<file path="config.mk">
export PLATFORM = sky130hd
export DESIGN_NAME = mips_mc_control
export DESIGN_NICKNAME = d
export VERILOG_FILES = /design/src/rtl/mips_mc_control.sv
export SDC_FILE = /design/constraint.sdc
export NUM_CORES = 1
export LEC_CHECK = 0
export ABC_AREA = 1
export CAP_MARGIN = 20
export CORE_UTILIZATION = 30
export DETAILED_ROUTE_END_ITERATION = 8
export PLACE_DENSITY = 0.71
export SYNTH_ARGS = -nofsm -noshare
export SYNTH_HDL_FRONTEND = slang
export SYNTH_SLANG_ARGS = --single-unit
</file>
<file path="constraint.sdc">
create_clock -name clk -period 2.41 [get_ports clk]
set_clock_uncertainty 0.2 [all_clocks]
set_input_delay 0.723 -clock clk [delete_from_list [all_inputs] [get_ports clk]]
set_output_delay 0.723 -clock clk [all_outputs]
set_load 0.02 [all_outputs]
</file>
<file path="src/rtl/mips_mc_control.sv">
// ============================================================================
// Module   : mips_mc_control
// Purpose  : Multi-cycle MIPS control FSM (lw/sw/R-type/beq/addi/j) with
//            handshaked memory access and sticky illegal-instruction flag.
// Revision : 1.0 - initial release
// ============================================================================
`default_nettype none

module mips_mc_control #(
    parameter bit ILLEGAL_HALT = 1'b0
) (
    input  logic       clk,
    input  logic       rst_n,
    input  logic [5:0] opcode,
    input  logic [5:0] funct,
    input  logic       zero,
    input  logic       mem_ready,
    output logic       mem_req,
    output logic       mem_write,
    output logic       iord,
    output logic       ir_write,
    output logic       reg_write,
    output logic       pc_en,
    output logic       reg_dst,
    output logic       mem_to_reg,
    output logic       alu_src_a,
    output logic [1:0] alu_src_b,
    output logic [1:0] pc_src,
    output logic [2:0] alu_op,
    output logic       illegal,
    output logic [3:0] state_dbg
);

    localparam logic [3:0] S_FETCH  = 4'd0;
    localparam logic [3:0] S_DECODE = 4'd1;
    localparam logic [3:0] S_MEMADR = 4'd2;
    localparam logic [3:0] S_MEMRD  = 4'd3;
    localparam logic [3:0] S_MEMWB  = 4'd4;
    localparam logic [3:0] S_MEMWR  = 4'd5;
    localparam logic [3:0] S_RTEX   = 4'd6;
    localparam logic [3:0] S_RTWB   = 4'd7;
    localparam logic [3:0] S_BEQEX  = 4'd8;
    localparam logic [3:0] S_ADDIEX = 4'd9;
    localparam logic [3:0] S_ADDIWB = 4'd10;
    localparam logic [3:0] S_JEX    = 4'd11;
    localparam logic [3:0] S_HALT   = 4'd15;

    localparam logic [3:0] S_ILLEGAL_NEXT = ILLEGAL_HALT ? S_HALT : S_FETCH;

    localparam logic [5:0] OP_RTYPE = 6'b000000;
    localparam logic [5:0] OP_LW    = 6'b100011;
    localparam logic [5:0] OP_SW    = 6'b101011;
    localparam logic [5:0] OP_BEQ   = 6'b000100;
    localparam logic [5:0] OP_ADDI  = 6'b001000;
    localparam logic [5:0] OP_J     = 6'b000010;

    localparam logic [2:0] ALU_ADD = 3'b010;
    localparam logic [2:0] ALU_SUB = 3'b110;
    localparam logic [2:0] ALU_AND = 3'b000;
    localparam logic [2:0] ALU_OR  = 3'b001;
    localparam logic [2:0] ALU_SLL = 3'b111;

    logic [3:0] state_q, state_d;
    logic       illegal_q, illegal_d;
    logic       funct_ok;
    logic [2:0] rt_alu_op;

    // State register
    always_ff @(posedge clk or negedge rst_n) begin
        if (!rst_n) begin
            state_q   <= S_FETCH;
            illegal_q <= 1'b0;
        end else begin
            state_q   <= state_d;
            illegal_q <= illegal_d;
        end
    end

    always_comb begin
        funct_ok  = 1'b1;
        rt_alu_op = ALU_ADD;
        case (funct)
            6'b100000: rt_alu_op = ALU_ADD;
            6'b100010: rt_alu_op = ALU_SUB;
            6'b100100: rt_alu_op = ALU_AND;
            6'b100101: rt_alu_op = ALU_OR;
            6'b000000: rt_alu_op = ALU_SLL;
            default:   funct_ok  = 1'b0;
        endcase
    end

    // Next-state logic
    always_comb begin
        state_d   = state_q;
        illegal_d = illegal_q;
        case (state_q)
            S_FETCH:  if (mem_ready) state_d = S_DECODE;
            S_DECODE: begin
                case (opcode)
                    OP_LW, OP_SW: state_d = S_MEMADR;
                    OP_RTYPE:     state_d = S_RTEX;
                    OP_BEQ:       state_d = S_BEQEX;
                    OP_ADDI:      state_d = S_ADDIEX;
                    OP_J:         state_d = S_JEX;
                    default: begin
                        state_d   = S_ILLEGAL_NEXT;
                        illegal_d = 1'b1;
                    end
                endcase
            end
            S_MEMADR: state_d = (opcode == OP_LW) ? S_MEMRD : S_MEMWR;
            S_MEMRD:  if (mem_ready) state_d = S_MEMWB;
            S_MEMWB:  state_d = S_FETCH;
            S_MEMWR:  if (mem_ready) state_d = S_FETCH;
            S_RTEX: begin
                if (funct_ok) begin
                    state_d = S_RTWB;
                end else begin
                    state_d   = S_ILLEGAL_NEXT;
                    illegal_d = 1'b1;
                end
            end
            S_RTWB:   state_d = S_FETCH;
            S_BEQEX:  state_d = S_FETCH;
            S_ADDIEX: state_d = S_ADDIWB;
            S_ADDIWB: state_d = S_FETCH;
            S_JEX:    state_d = S_FETCH;
            S_HALT:   state_d = S_HALT;
            default:  state_d = S_FETCH;
        endcase
    end

    // Output decode; the FETCH strobes are gated by rst_n so that an
    // asserted reset suppresses them even while mem_ready is high.
    always_comb begin
        mem_req    = 1'b0;
        mem_write  = 1'b0;
        iord       = 1'b0;
        ir_write   = 1'b0;
        reg_write  = 1'b0;
        pc_en      = 1'b0;
        reg_dst    = 1'b0;
        mem_to_reg = 1'b0;
        alu_src_a  = 1'b0;
        alu_src_b  = 2'b00;
        pc_src     = 2'b00;
        alu_op     = ALU_ADD;
        case (state_q)
            S_FETCH: begin
                mem_req   = 1'b1;
                alu_src_b = 2'b01;
                ir_write  = mem_ready & rst_n;
                pc_en     = mem_ready & rst_n;
            end
            S_DECODE: alu_src_b = 2'b11;
            S_MEMADR: begin
                alu_src_a = 1'b1;
                alu_src_b = 2'b10;
            end
            S_MEMRD: begin
                mem_req = 1'b1;
                iord    = 1'b1;
            end
            S_MEMWB: begin
                reg_write  = 1'b1;
                mem_to_reg = 1'b1;
            end
            S_MEMWR: begin
                mem_req   = 1'b1;
                mem_write = 1'b1;
                iord      = 1'b1;
            end
            S_RTEX: begin
                alu_src_a = 1'b1;
                alu_op    = rt_alu_op;
            end
            S_RTWB: begin
                reg_write = 1'b1;
                reg_dst   = 1'b1;
            end
            S_BEQEX: begin
                alu_src_a = 1'b1;
                alu_op    = ALU_SUB;
                pc_src    = 2'b01;
                pc_en     = zero;
            end
            S_ADDIEX: begin
                alu_src_a = 1'b1;
                alu_src_b = 2'b10;
            end
            S_ADDIWB: reg_write = 1'b1;
            S_JEX: begin
                pc_src = 2'b10;
                pc_en  = 1'b1;
            end
            default: ;
        endcase
    end

    assign illegal   = illegal_q;
    assign state_dbg = state_q;

endmodule

`default_nettype wire

</file>
# After elaboration in Yosys (flattened, before gate mapping)
# Index checks and enable logic that the tools add are counted.
# word_totals
reg_bits	5
input_bits	16
out_inout_bits	21
wordCells	67
# op_classes
eq_ne	26
n_mux	24
bitwise_logic	1
n_reduce_logical	14
# ops
op	n
equality test 6 bit, second input constant	6
one-hot mux 4 bit (8 select lines)	1
equality test 4 bit, second input constant	5
one-hot mux 4 bit (5 select lines)	1
equality test 4 x 3 -> 1 bit, second input constant	4
zero test 6 bit	2
2-to-1 mux 4 bit	3
one-hot mux 3 bit (4 select lines)	1
2-to-1 mux 1 bit	11
!= test 2 bit, second input constant	5
equality test 4 x 2 -> 1 bit, second input constant	2
equality test 6 x 2 -> 1 bit, second input constant	1
equality test 6 x 3 -> 1 bit, second input constant	1
equality test 6 x 4 -> 1 bit, second input constant	1
2-to-1 mux 3 bit	2
one-hot mux 2 bit (3 select lines)	1
one-hot mux 3 bit (2 select lines)	1
AND reduction 3 bit	2
OR reduction 2 bit	3
OR reduction 3 bit	2
OR reduction 6 bit	1
OR reduction 5 bit	1
equality test 4 x 1 -> 1 bit, second input constant	1
zero test 4 bit	1
other kinds (6)	6

# Logic depth before layout (Yosys ltp)
# logic_depth
ltp_word	5
ltp_mapped	10
ltp_nobuf	10

# Least setup slack after synthesis
# No wires, ideal clock.
# synth_path
path_kind	input port to output port
from	input funct[5]
to	output alu_op[0]
t_arrival_ps	1547
t_required_ps	1487
setup_slack_ps	-60
stages	4
n_path_buf	0
path_cell_list	inv_1 > nor2_1 > nand4_1 > o21ai_1
# synth_via
elab_chain_len	3
word_cells_on_any_way	6
classes_between	eq/ne (3); mux (2); reduce/logical (1)
# synth_lines
element	line_no	rtl
start: declaration	15	input logic [5:0] funct,
equality test 6 bit / zero test 6 bit (equally long branches)	82	case (funct)
one-hot mux 3 bit (4 select lines) *	82	
one-hot mux 3 bit (2 select lines) *	148	case (state_q)
end: declaration	29	output logic [2:0] alu_op,
# Every way passes the cells marked *; elsewhere a longest branch is shown, timed or not.

# Worst setup path after layout
# layout_path
from	register state_q[2] (netlist: state_dbg[2])
to	output alu_src_b[1]
# layout_via
elab_chain_len	3
word_cells_on_any_way	6
classes_between	eq/ne (3); mux (1); reduce/logical (2)
# layout_lines
element	line_no	rtl
start: declaration	63	logic [3:0] state_q, state_d;
start signal: assignment	74	state_q <= state_d;
equality test 4 bit / equality test 4 x 2 -> 1 bit (equally long branches)	148	
OR reduction 2 bit (no source line)	n/a	
one-hot mux 2 bit (3 select lines) *	148	
end: declaration	27	output logic [1:0] alu_src_b,
# Marked as above.

==> results by group <==
Synth
  • Yosys reg bits: 5
  • Most used DFF post-synth: dfrtp_1
  • Syn nets: 137
  • Post-synthesis cell area: 644.4 um2
  • Async set or reset register ratio after synthesis: 1.000
  • Top post-synthesis cells by count: nand2_1 (33), nor2_1 (23), inv_1 (21)
  • Syn_area_per_cell: 5.325 um2
  • Seq/Total Area, Yosys: 0.1942
  • Top post-synthesis cells by area: dfrtp_1 (19%), nand2_1 (19%), nor2_1 (13%)
  • Post-synth EDFFs: 0
  • Synth area leader: dfrtp_1
  • Synthesis warning total: 0
  • Post-synth top area share: 0.1942
  • Cell count after synthesis: 121
  • Most frequent cell after synthesis: nand2_1
  • Synth cell types: 19

Clocking
  • H-tree levels: 1
  • CTS Sinks: 5
  • CTS Buf Count: 3
  • CTS clk-pin slew, worst paths: 40 ps
  • CTS Hold Bufs: 0
  • Max Root-Sink Buffers: 2
  • CTS tree: yes
  • Root buf cell: clkbuf_4
  • Clk Latency, worst-skew pair: 250 ps

Timing
  • Final Hold Viols: 0
  • RSZ-0062 raised after global routing: yes
  • Tcrit/Tclk final: 1.014
  • Final setup viols: 3
  • Worst slew pin tran: 235.2 ps
  • Slew Viols, Final: 0
  • Achievable Freq: 409.3 MHz
  • Crit path time final: 2443 ps
  • Max-slew headroom: 0.8427
  • Worst setup margin: -33.20 ps
  • Hold Slack: 275.7 ps

Setup path
  • CP max FO: 5
  • Crit-path slowest cell: dfrtp_2
  • CP required: 1490 ps
  • CP endpoint kind: output port
  • Crit path top cell by count: buf_4
  • CP arrival: 1520 ps
  • CP max stage delay: 440 ps
  • WS Path Type: flip-flop to output port
  • Worst Setup Start Kind: flip-flop
  • CP cell instances: buf_4, nor2_4, buf_4, buf_4, nand2_1, nand2_2, buf_6

GRT
  • Total congestion overflow: 0
  • Initial antenna violation count: 0
  • Gr usage total: 0.2127
  • Pin count of the biggest net entering global routing: 6
  • First-pass GRT wire length: 3926 um
  • Number of global-route vias before repair: 942

Die
  • Die height: 48.35 um
  • Die Wd: 48.35 um
  • DIE AREA: 2337 um2
  • I/O pin total: 37
  • Num rows: 16
  • Core Footprint: 1982 um2
  • Initial core utilization: 0.3251

Layout
  • Area grow syn2layout: 109.1%
  • N_diodes: 0
  • Fill cells: 173
  • Share of cells above drive strength 1: 0.4639
  • Final std cells w/o fill: 221
  • Nets: 211
  • Multi-input combinational cell area: 499.2 um2
  • Seq. cell area: 128.9 um2

Drt
  • Via-per-instance ratio: 4.615
  • TritonRoute pass-1 iters: 4
  • Final ANT Viol Nets: 0
  • WL per Instance: 11.44 um
  • Initial DRC count: 31
  • Routed WL: 2528 um
  • Post-detailed-route DRC marker count: 0
  • Vias: 1020

Pwr
  • Worst vdd ir: 633.3 uV
  • Power density over cell area: 721.2 nW/um2
  • Leak Pwr: 0.7302 nW

Place
  • DP Wirelength: 1849 um
  • IO buf count: 36
  • Placed Instances: 209
  • RD Place Congestion: 0.8615

Worst hold path
  • HP Class: flip-flop to flip-flop

Flow run
  • MaxCap Viol Count: 0

Run status
  • Outcome: finished with violations
  • Failing checks: setup timing
==> final timing paths <==
check | startpoint | endpoint | slack, ps | cells after the start
max | state_dbg[2]$_DFFE_PN0P_ | alu_src_b[1] | -30 | 7
min | illegal$_DFFE_PN0P_ | illegal$_DFFE_PN0P_ | 280 | 1
max reg2reg | state_dbg[2]$_DFFE_PN0P_ | state_dbg[2]$_DFFE_PN0P_ | 500 | 11
min reg2reg | illegal$_DFFE_PN0P_ | illegal$_DFFE_PN0P_ | 280 | 1
max in group asynchronous | rst_n | state_dbg[1]$_DFFE_PN0P_ | 1600 | 2
min in group asynchronous | rst_n | state_dbg[2]$_DFFE_PN0P_ | 290 | 2
==> routing by layer <==
| layer | wire length (um) | GRT usage | part of all wire |
|---|---|---|---|
| met5 | 0 | 0 | 0 |
| met4 | 90 | 0.1275 | 0.036 |
| met3 | 107 | 0.01887 | 0.042 |
| met2 | 1209 | 0.3685 | 0.48 |
| met1 | 1121 | 0.2543 | 0.44 |
==> state kept, by name, indices dropped and copies added (netlist names) <==
name,cells
illegal,1
state_dbg,4
==> worst max-delay path, delay by kind of cell (launching register included) <==
| kind | cells | cell delay (ps) |
|---|---|---|
| flip-flops | 1 | 440 |
| AND/OR/NAND/NOR | 3 | 330 |
| buffers and inverters | 4 | 500 |
==> power by group <==
part	internal, mW	switching, mW
clock	0.0627	0.0367
combinational	0.354	0.387
sequential	0.104	0.0275
==> metrics by stage <==
step           cell area, um2  setup WS [ps]  TNS [ps]  utilization  total power [mW]
3_5_place_dp             1234         -818.8     -4380       0.6225            0.7959
4_1_cts                  1297         -32.64    -50.11       0.6547            0.8835
5_1_grt                  1348         -93.30    -514.0       0.6799             1.033
6_report                 1348         -33.20    -50.62       0.6799            0.9718
2_1_floorplan           651.9          17.27         0            -            0.4295
3_3_place_gp             1234         -780.4     -4138       0.6225            0.7895
==> timing repair <==
| item | in CTS | in global routing |
|---|---|---|
| pin swaps | 14 | 6 |
| hold endpoints to repair | 0 | 0 |
| buffers inserted | 6 | 2 |
| resized for setup | 99 | 23 |
| endpoints found under the setup margin | 16 | 17 |
==> cells by family (layout without fill, tap and decap cells) <==
logic type             count (synthesis)  count (layout)  share of synthesized area
DFF                                    5               5                     0.1942
buffers and inverters                 25              98                     0.1456
AOI/OAI and AO/OA                     10              10                    0.09903
and+or+nand+nor                       81              81                     0.5612
==> cell type report <==
type,count,area share
sequential,5,0.09564
multi-input combinational,91,0.3705
clock buffer,4,0.01950
tap,27,0.02507
inverter,25,0.07150
timing repair buffer,69,0.4178
==> cell usage in the layout (no fill, tap or decap), types with 2 or more instances in the layout <==
cell / count
inv_2: 5
nor2_2: 7
a21oi_1: 2
clkdlybuf4s50_1: 11
inv_1: 19
buf_2: 9
nand3_1: 11
clkdlybuf4s15_1: 2
o21ai_0: 2
nand2_1: 30
nor2_1: 15
dfrtp_1: 2
nand4_1: 3
clkbuf_4: 3
a21oi_2: 2
nor2_4: 8
dlygate4sd2_1: 2
buf_4: 33
clkdlybuf4s15_2: 4
nand2_2: 4
dfrtp_2: 3
buf_6: 6
clkbuf_2: 2
Note: power is estimated with default switching activity, not from simulation.
